--- src/rtl/cpu_pkg.sv ---
// Shared CPU definitions: program-counter FSM state encodings, the sequential
// fetch increment and the default reset PC.
// No ports (package only).
package cpu_pkg;

    // 2-bit encodings are fixed so other blocks can decode the state bits directly.
    typedef enum logic [1:0] {
        StIdle  = 2'd0,
        StRun   = 2'd1,
        StStall = 2'd2
    } pc_state_e;

    localparam int unsigned INSTR_BYTES_DEF = 4;
    localparam logic [31:0] RESET_PC_DEF    = 32'h0000_0000;

endpackage

--- src/rtl/pc_target_adder.sv ---
// Branch/jump target adder: PC+4 plus a word-aligned byte offset.
// Ports:
//   pc_plus4_i - address of the instruction after the current one
//   offset_i   - sign-extended byte offset; bits [1:0] are ignored
//   target_o   - 32-bit modulo sum (carry out discarded)
module pc_target_adder (
    input  logic [31:0] pc_plus4_i,
    input  logic [31:0] offset_i,
    output logic [31:0] target_o
);

    // Masking keeps the target word aligned even if the offset is not.
    assign target_o = pc_plus4_i + (offset_i & 32'hFFFF_FFFC);

endmodule

--- src/rtl/pc_update_unit.sv ---
// Program counter owner. Picks the next fetch address (sequential, jump or taken
// beq), holds on cache BUSYWAIT and remembers the first taken target seen
// during a stall so it is applied when the stall ends.
// Ports:
//   CLK, RESET            - clock, synchronous active-high reset
//   BUSYWAIT              - cache stall; PC holds while high
//   JUMP, BRANCH, ZERO    - control of the current instruction
//   EXTENDED_VAL          - sign-extended byte offset
//   PC, PC_PLUS4          - current fetch address and its successor
//   REDIRECT              - pulses when PC loads a taken target
//   FETCH_VALID           - PC may be used by the pipeline
module pc_update_unit
    import cpu_pkg::*;
#(
    parameter logic [31:0] RESET_PC    = RESET_PC_DEF,
    parameter int unsigned INSTR_BYTES = INSTR_BYTES_DEF
) (
    input  logic        CLK,
    input  logic        RESET,
    input  logic        BUSYWAIT,
    input  logic        JUMP,
    input  logic        BRANCH,
    input  logic        ZERO,
    input  logic [31:0] EXTENDED_VAL,
    output logic [31:0] PC,
    output logic [31:0] PC_PLUS4,
    output logic        REDIRECT,
    output logic        FETCH_VALID
);

    pc_state_e   state_q, state_d;
    logic [31:0] pc_q, pc_d;
    logic [31:0] pc_plus4_q, pc_plus4_d;
    logic        redirect_q, redirect_d;
    logic        fetch_valid_q, fetch_valid_d;
    logic        pend_valid_q, pend_valid_d;
    logic [31:0] pend_target_q, pend_target_d;

    logic        taken;
    logic [31:0] target;

    // JUMP and a taken beq produce the same target, so no priority is needed.
    assign taken = JUMP | (BRANCH & ZERO);

    pc_target_adder u_target_adder (
        .pc_plus4_i (pc_plus4_q),
        .offset_i   (EXTENDED_VAL),
        .target_o   (target)
    );

    // State and datapath registers.
    always_ff @(posedge CLK) begin
        if (RESET) begin
            state_q       <= StIdle;
            pc_q          <= RESET_PC;
            pc_plus4_q    <= RESET_PC + 32'(INSTR_BYTES);
            redirect_q    <= 1'b0;
            fetch_valid_q <= 1'b0;
            pend_valid_q  <= 1'b0;
            pend_target_q <= 32'h0;
        end else begin
            state_q       <= state_d;
            pc_q          <= pc_d;
            pc_plus4_q    <= pc_plus4_d;
            redirect_q    <= redirect_d;
            fetch_valid_q <= fetch_valid_d;
            pend_valid_q  <= pend_valid_d;
            pend_target_q <= pend_target_d;
        end
    end

    // Next-state logic.
    always_comb begin
        state_d = state_q;
        unique case (state_q)
            StIdle:  state_d = StRun;
            StRun:   if (BUSYWAIT) state_d = StStall;
            StStall: if (!BUSYWAIT) state_d = StRun;
            default: state_d = StIdle;
        endcase
    end

    // Datapath next values.
    always_comb begin
        pc_d          = pc_q;
        redirect_d    = 1'b0;
        fetch_valid_d = 1'b1;
        pend_valid_d  = pend_valid_q;
        pend_target_d = pend_target_q;
        unique case (state_q)
            StIdle: begin
                // Control is ignored; PC stays at the reset address for one cycle.
            end
            StRun: begin
                if (BUSYWAIT) begin
                    if (taken) begin
                        pend_valid_d  = 1'b1;
                        pend_target_d = target;
                    end
                end else begin
                    pc_d       = taken ? target : pc_plus4_q;
                    redirect_d = taken;
                end
            end
            StStall: begin
                if (BUSYWAIT) begin
                    // First capture wins; later control changes are ignored.
                    if (!pend_valid_q && taken) begin
                        pend_valid_d  = 1'b1;
                        pend_target_d = target;
                    end
                end else begin
                    if (pend_valid_q) begin
                        pc_d = pend_target_q;
                    end else begin
                        pc_d = taken ? target : pc_plus4_q;
                    end
                    redirect_d   = pend_valid_q | taken;
                    pend_valid_d = 1'b0;
                end
            end
            default: begin
            end
        endcase
        pc_plus4_d = pc_d + 32'(INSTR_BYTES);
    end

    assign PC          = pc_q;
    assign PC_PLUS4    = pc_plus4_q;
    assign REDIRECT    = redirect_q;
    assign FETCH_VALID = fetch_valid_q;

endmodule

--- config.mk ---
export PLATFORM = sky130hd
export DESIGN_NAME = pc_update_unit
export DESIGN_NICKNAME = d
export VERILOG_FILES = /design/src/rtl/cpu_pkg.sv /design/src/rtl/pc_target_adder.sv /design/src/rtl/pc_update_unit.sv
export SDC_FILE = /design/constraint.sdc
export NUM_CORES = 1
export LEC_CHECK = 0
export CORE_ASPECT_RATIO = 0.6
export CORE_MARGIN = 2
export CORE_UTILIZATION = 60
export CTS_CLUSTER_SIZE = 8
export DETAILED_ROUTE_END_ITERATION = 8
export GPL_TIMING_DRIVEN = 0
export PLACE_DENSITY_LB_ADDON = 0.1
export SKIP_LAST_GASP = 1
export SYNTH_ARGS = -nofsm -noshare
export SYNTH_HDL_FRONTEND = slang
export SYNTH_SLANG_ARGS = --single-unit
--- constraint.sdc ---
create_clock -name CLK -period 7.6 [get_ports CLK]
set_input_delay 0.76 -clock CLK [delete_from_list [all_inputs] [get_ports CLK]]
set_output_delay 0.76 -clock CLK [all_outputs]
set_load 0.02 [all_outputs]
# --- After elaboration in Yosys (flattened, before gate mapping) ---
# Cells that the tools add are included.
totals:
  elab_cells: 49
  out_inout_bits: 66
  reg_bits: 101
  in_bits: 38
op_classes:
  n_bitwise: 3
  n_eq_ne: 8
  add_sub_neg: 2
  reduce_logical: 7
  n_mux: 22
ops:
  columns: ["op", "n"]
  rows:
  - ["32-bit two-way mux", 8]
  - ["32-bit one-hot mux with 2 select lines", 2]
  - ["32-bit by 3-bit adder with 32-bit output (second input constant)", 1]
  - ["32-bit adder", 1]
  - ["2-bit inequality test (second input constant)", 5]
  - ["1-bit two-way mux", 7]
  - ["2-bit one-hot mux with 3 select lines", 1]
  - ["5-bit AND reduction", 1]
  - ["2-bit two-way mux", 2]
  - ["1-bit one-hot mux with 2 select lines", 2]
  - ["4-bit AND reduction", 1]
  - ["3-bit inequality test (second input constant)", 1]
  - ["2-bit by 1-bit equality test with 1-bit output (second input constant)", 1]
  - ["2-bit equality test (second input constant)", 1]
  - ["2-bit zero test", 1]
  - ["1-bit bitwise OR", 2]
  - ["2-bit AND reduction", 1]
  - ["2-bit nonzero test", 1]
  - ["1-bit bitwise AND", 1]
  - ["1-bit logical AND", 1]
  - ["1-bit zero test", 1]

# --- Longest topological paths before layout ---
logic_depth:
  ltp_word: 7
  ltp_mapped: 16
  mapped_depth_nobuf: 13

# --- Modules after synthesis ---
# From an unflattened synthesis, not the netlist that was laid out.
hier_totals:
  cells_unflattened: 821
  hier_area_um2: 6615.1
by_module_without_submodules:
  columns: ["mod", "area_each_um2", "cells_each", "seq_area_each_um2", "n_inst"]
  rows:
  - ["pc_update_unit", 4708.3, 547, 1981.9, 1]
  - ["pc_target_adder", 1906.8, 274, 0.0, 1]

# --- Worst setup path before layout ---
# No wires, ideal clock.
synth_path:
  kind: "input port to flip-flop"
  start: "input EXTENDED_VAL[2]"
  end: "register pc_plus4_q[31], in the netlist PC_PLUS4[31]"
  required_time_ns: 7.479
  n_path_buf: 0
  path_slack_ns: 3.201
  setup_ns: 0.121
  t_arrival_ns: 4.279
  path_stages: 12
  cell_sequence: "ha_1 fa_1 a211oi_2 o21ai_1 a31oi_1 xnor2_1 a31oi_1 or3_1 nor4_2 nand3_2 nor3b_2 mux2_2"
synth_via:
  elab_chain_cells: 6
  word_cells_on_any_way: 7
  cone_classes: "2 x add/sub; 5 x mux"
synth_rtl:
  columns: ["item", "line_no", "text"]
  rows:
  - ["start: declaration", "pc_update_unit.sv:24", "input logic [31:0] EXTENDED_VAL,"]
  - ["32-bit adder *", "pc_target_adder.sv:13", "assign target_o = pc_plus4_i + (offset_i & 32'hFFFF_FFFC);"]
  - ["32-bit two-way mux *", "pc_update_unit.sv:101, pc_update_unit.sv:116", null]
  - ["32-bit two-way mux", "pc_update_unit.sv:113", "if (pend_valid_q) begin"]
  - ["32-bit two-way mux", "pc_update_unit.sv:106", "if (BUSYWAIT) begin"]
  - ["32-bit one-hot mux with 2 select lines *", "pc_update_unit.sv:90", "unique case (state_q)"]
  - ["32-bit by 3-bit adder with 32-bit output *", "pc_update_unit.sv:125", "pc_plus4_d = pc_d + 32'(INSTR_BYTES);"]
  - ["end signal: assignment", "pc_update_unit.sv:56", "pc_plus4_q <= RESET_PC + 32'(INSTR_BYTES);"]
  - ["end signal: assignment", "pc_update_unit.sv:64", "pc_plus4_q <= pc_plus4_d;"]
  - ["end: declaration", "pc_update_unit.sv:33", "logic [31:0] pc_plus4_q, pc_plus4_d;"]
# Mark *: on every way between the ends. The rest lies on a longest branch, timed or not.
# A chain may end at the register's enable or synchronous reset.

# --- Worst setup path after layout ---
# Ends and elaborated chain as after synthesis.

==> out/metrics.yaml <==
area.growth.synth_to_final_pct: 21.23
outcome: "finished clean"
worst_pin_slew_ps: 1314
syn_avg_cell_area_um2: 7.604
post_dp_cell_area_um2: 8264
ir_worst_vdd_mv: 0.1354
clock-root-buffer: "clkbuf_16"
hold_violations: 0
clock_transition_at_the_registers_of_the_reported_paths_ps: 80
timing.final.max_slew_violations: 0
syn_area_um2: 7049
hold_path_class: "reg2reg"
vias_in_the_first_global_route: 7215
worstSetupEndpointType: "flip-flop"
finalNonFillerCells: 1203
hpwl_detailed_mm: 19.39
yosysSeqAreaShare_pct: 28.12
final.setup.tns_ps: 0
critical_path_class: "in2reg"
share_comb_of_total_power_pct: 33.9
ctsLongestPathBuffers: 2
routed_via_count_divided_by_cell_count: 6.834
relSlewSlack_pct: 11.67
cellPowerDensity_nw_per_um2: 185.2
maxClockFrequency_mhz: 163.4
layout_worst_path_cycle_share_pct: 80.52
finalWeightedCongestion: 0.9945
cts_resized: 0
antenna_found_initial: 0
h-tree-depth: 3
drt_iter0_drc: 1290
postCtsSetupBuffers: 0
postSynthCellCount: 927
drcViolationCount: 0
maxCapViolations: 0
post-route-worst-setup-slack_ps: 1481
required_ps: 7860
grt_util_all_layers_pct: 40.73
number_of_nets_in_the_final_layout: 1112
synth.lib_cells_used.distinct: 82
first_pass_grt_wire_length_mm: 39.12
postSynth.asyncResetShare_pct: 0
die_area_um2: 12660
seq_power_share_pct: 37.0
fp.coreArea_um2: 11370
detailroute.wirelength.met3_mm: 4.435
chipHeight_um: 87.96
power_leakage_uw: 0.003076
m1WireLength_mm: 10.84
num_vias: 8221
synth.net_count: 1000
most-common-layout-cells: "120 x nor2_1, 106 x nand2_1, 100 x clkdlybuf4s50_1"
layout_commonest_cell: "nor2_1"
highest-signal-layer: "met4"
core.rowCount: 30
num-fill-cells: 959
post-place-ws_ps: 1434
unrepaired_setup_endpoints_after_global_routing: "no"
global_route.overflow_total: 0
wl_per_cell_um: 21.65
route.final.wire_length_mm: 26.05
cts_made_buffers: 9
insertedDiodeCount: 0
clkPwrFrac_pct: 29.0
timing.critical_path.fanout_max: 7
initial_core_util_pct: 61.98
holdBufCountCts: 0
arrival_ps: 6380
die_w_um: 143.9
final_layout_size_suffix_gt1_share_pct: 7.191
kind_of_launch_point_of_the_worst_setup_path: "primary input"
placed_cells: 1188
firstDrtPassIters: 7
finalClockSkew_ps: 12.12
synth-warning-count: 0
net-switching-power_uw: 610.4
grt_max_degree: 19
design.portCount: 104
met2WireLength_mm: 10.09
placement.io_buffers: 100
ant_nets: 0
worst_skew_pair.late_latency_ps: 370
numClockSinks: 99
postSynthRegisterBits: 99
tritoncts: "yes"
synth_edf_count: 0
final-setup-viol-count: 0
switching_share_pct: 38.56
synth_top_flop_cell: "dfxtp_1"
internal-power_uw: 972.6
post-route-cell-area_um2: 8546
period_needed_ps: 6119
[stage by stage]
step | hold WS (ps) | util, % | total power (uW)
floorplan | 436.2 | - | 924.6
CTS | 467.4 | 75.14 | 1553
detailed placement | 455.5 | 72.66 | 1105
global placement | 444.0 | 72.54 | 1098
finish | 467.7 | 75.14 | 1583
global route | 490.2 | 75.14 | 1632
[synthesized netlist by cell type, types with 6 or more instances]
cell | number | share of area [%]
a22oi_1 | 9 | 0.96
a211oi_1 | 17 | 1.8
dfxtp_1 | 99 | 28
nand2_1 | 106 | 5.6
nand4_1 | 8 | 0.71
and2_1 | 11 | 0.98
o21a_1 | 10 | 1.1
xor2_1 | 22 | 2.7
nor2b_1 | 7 | 0.62
buf_4 | 7 | 0.75
clkbuf_1 | 41 | 2.2
o211ai_1 | 13 | 1.4
o21ai_0 | 46 | 3.3
nor4_1 | 9 | 0.80
or3_1 | 12 | 1.1
buf_2 | 14 | 0.99
a221oi_1 | 12 | 1.5
a311oi_1 | 7 | 0.87
o21ai_1 | 6 | 0.43
o31ai_1 | 7 | 0.75
or4_1 | 7 | 0.75
o22ai_1 | 7 | 0.62
a21oi_1 | 81 | 5.8
a31oi_1 | 8 | 0.71
nor2_1 | 120 | 6.4
nor3_1 | 31 | 2.2
a221o_1 | 10 | 1.4
inv_1 | 16 | 0.85
nand3_1 | 15 | 1.1
xnor2_1 | 21 | 2.6
ha_1 | 34 | 6.0
[critical path, cell delays in order]
cell and delay [ps]:
clkdlybuf4s50_1 420, ha_1 250, fa_1 430, a211oi_2 700, o21ai_1 240, a31oi_1 510, xnor2_1 300, a31oi_1 270
or3_1 510, nor4_2 1140, nand3_2 260, nor3b_2 220, mux2_2 350
[sequential cells by signal, indices dropped and copies added, names as in the netlist, named ones only]
name and count:
REDIRECT 1, pend_target_q 32, PC 30, FETCH_VALID 1, state_q 2, pend_valid_q 1, PC_PLUS4 30
[routing by layer]
metal | vias to the layer above | global-route usage, %
met4 | 0 | 10.52
met1 | 3768 | 58.98
met2 | 703 | 57.27
met3 | 92 | 14.43
li1 | 3658 | -
met5 | - | 0
[cell families (layout without fill, tap and decap cells)]
| group | Yosys count | in the layout | synth area share, % |
|---|---|---|---|
| buffers and inverters | 84 | 200 | 5.201 |
| muxes | 6 | 6 | 0.9229 |
| AOI/OAI and AO/OA | 300 | 300 | 29.23 |
| xor gates and xnor gates | 44 | 44 | 5.573 |
| adders and majority gates | 35 | 35 | 6.319 |
| DFF | 99 | 99 | 28.12 |
| and+or+nand+nor | 359 | 359 | 24.64 |
[final cells by class]
type	instances	area, um2	area share [%]
Buffer	66	299.0	3.499
Inverter	18	67.56	0.7906
Multi-Input combinational cell	744	4707	55.08
Timing Repair Buffer	101	1008	11.80
Clock buffer	9	225.2	2.635
Tap cell	160	200.2	2.343
Clock inverter	6	56.30	0.6589
Sequential cell	99	1982	23.19
[worst paths after layout]
kind	slack (ps)	depth (start not counted)	startpoint	endpoint
setup / recovery	1480	13	EXTENDED_VAL[2]	PC_PLUS4[31]
setup reg to reg	1980	12	PC_PLUS4[2]	PC_PLUS4[31]
hold reg to reg	470	2	pend_target_q[2]	pend_target_q[2]
hold / removal	470	2	pend_target_q[2]	pend_target_q[2]
[power by group through the flow]
stage          Clock (uW)  Combinational [uW]  Sequential (uW)
6_report              459                 537              586
2_1_floorplan           0                 312              612
3_3_place_gp            0                 502              596
3_5_place_dp            0                 509              596
5_1_grt               475                 568              589
4_1_cts               455                 513              584
Power figures use the tool's default switching activity.
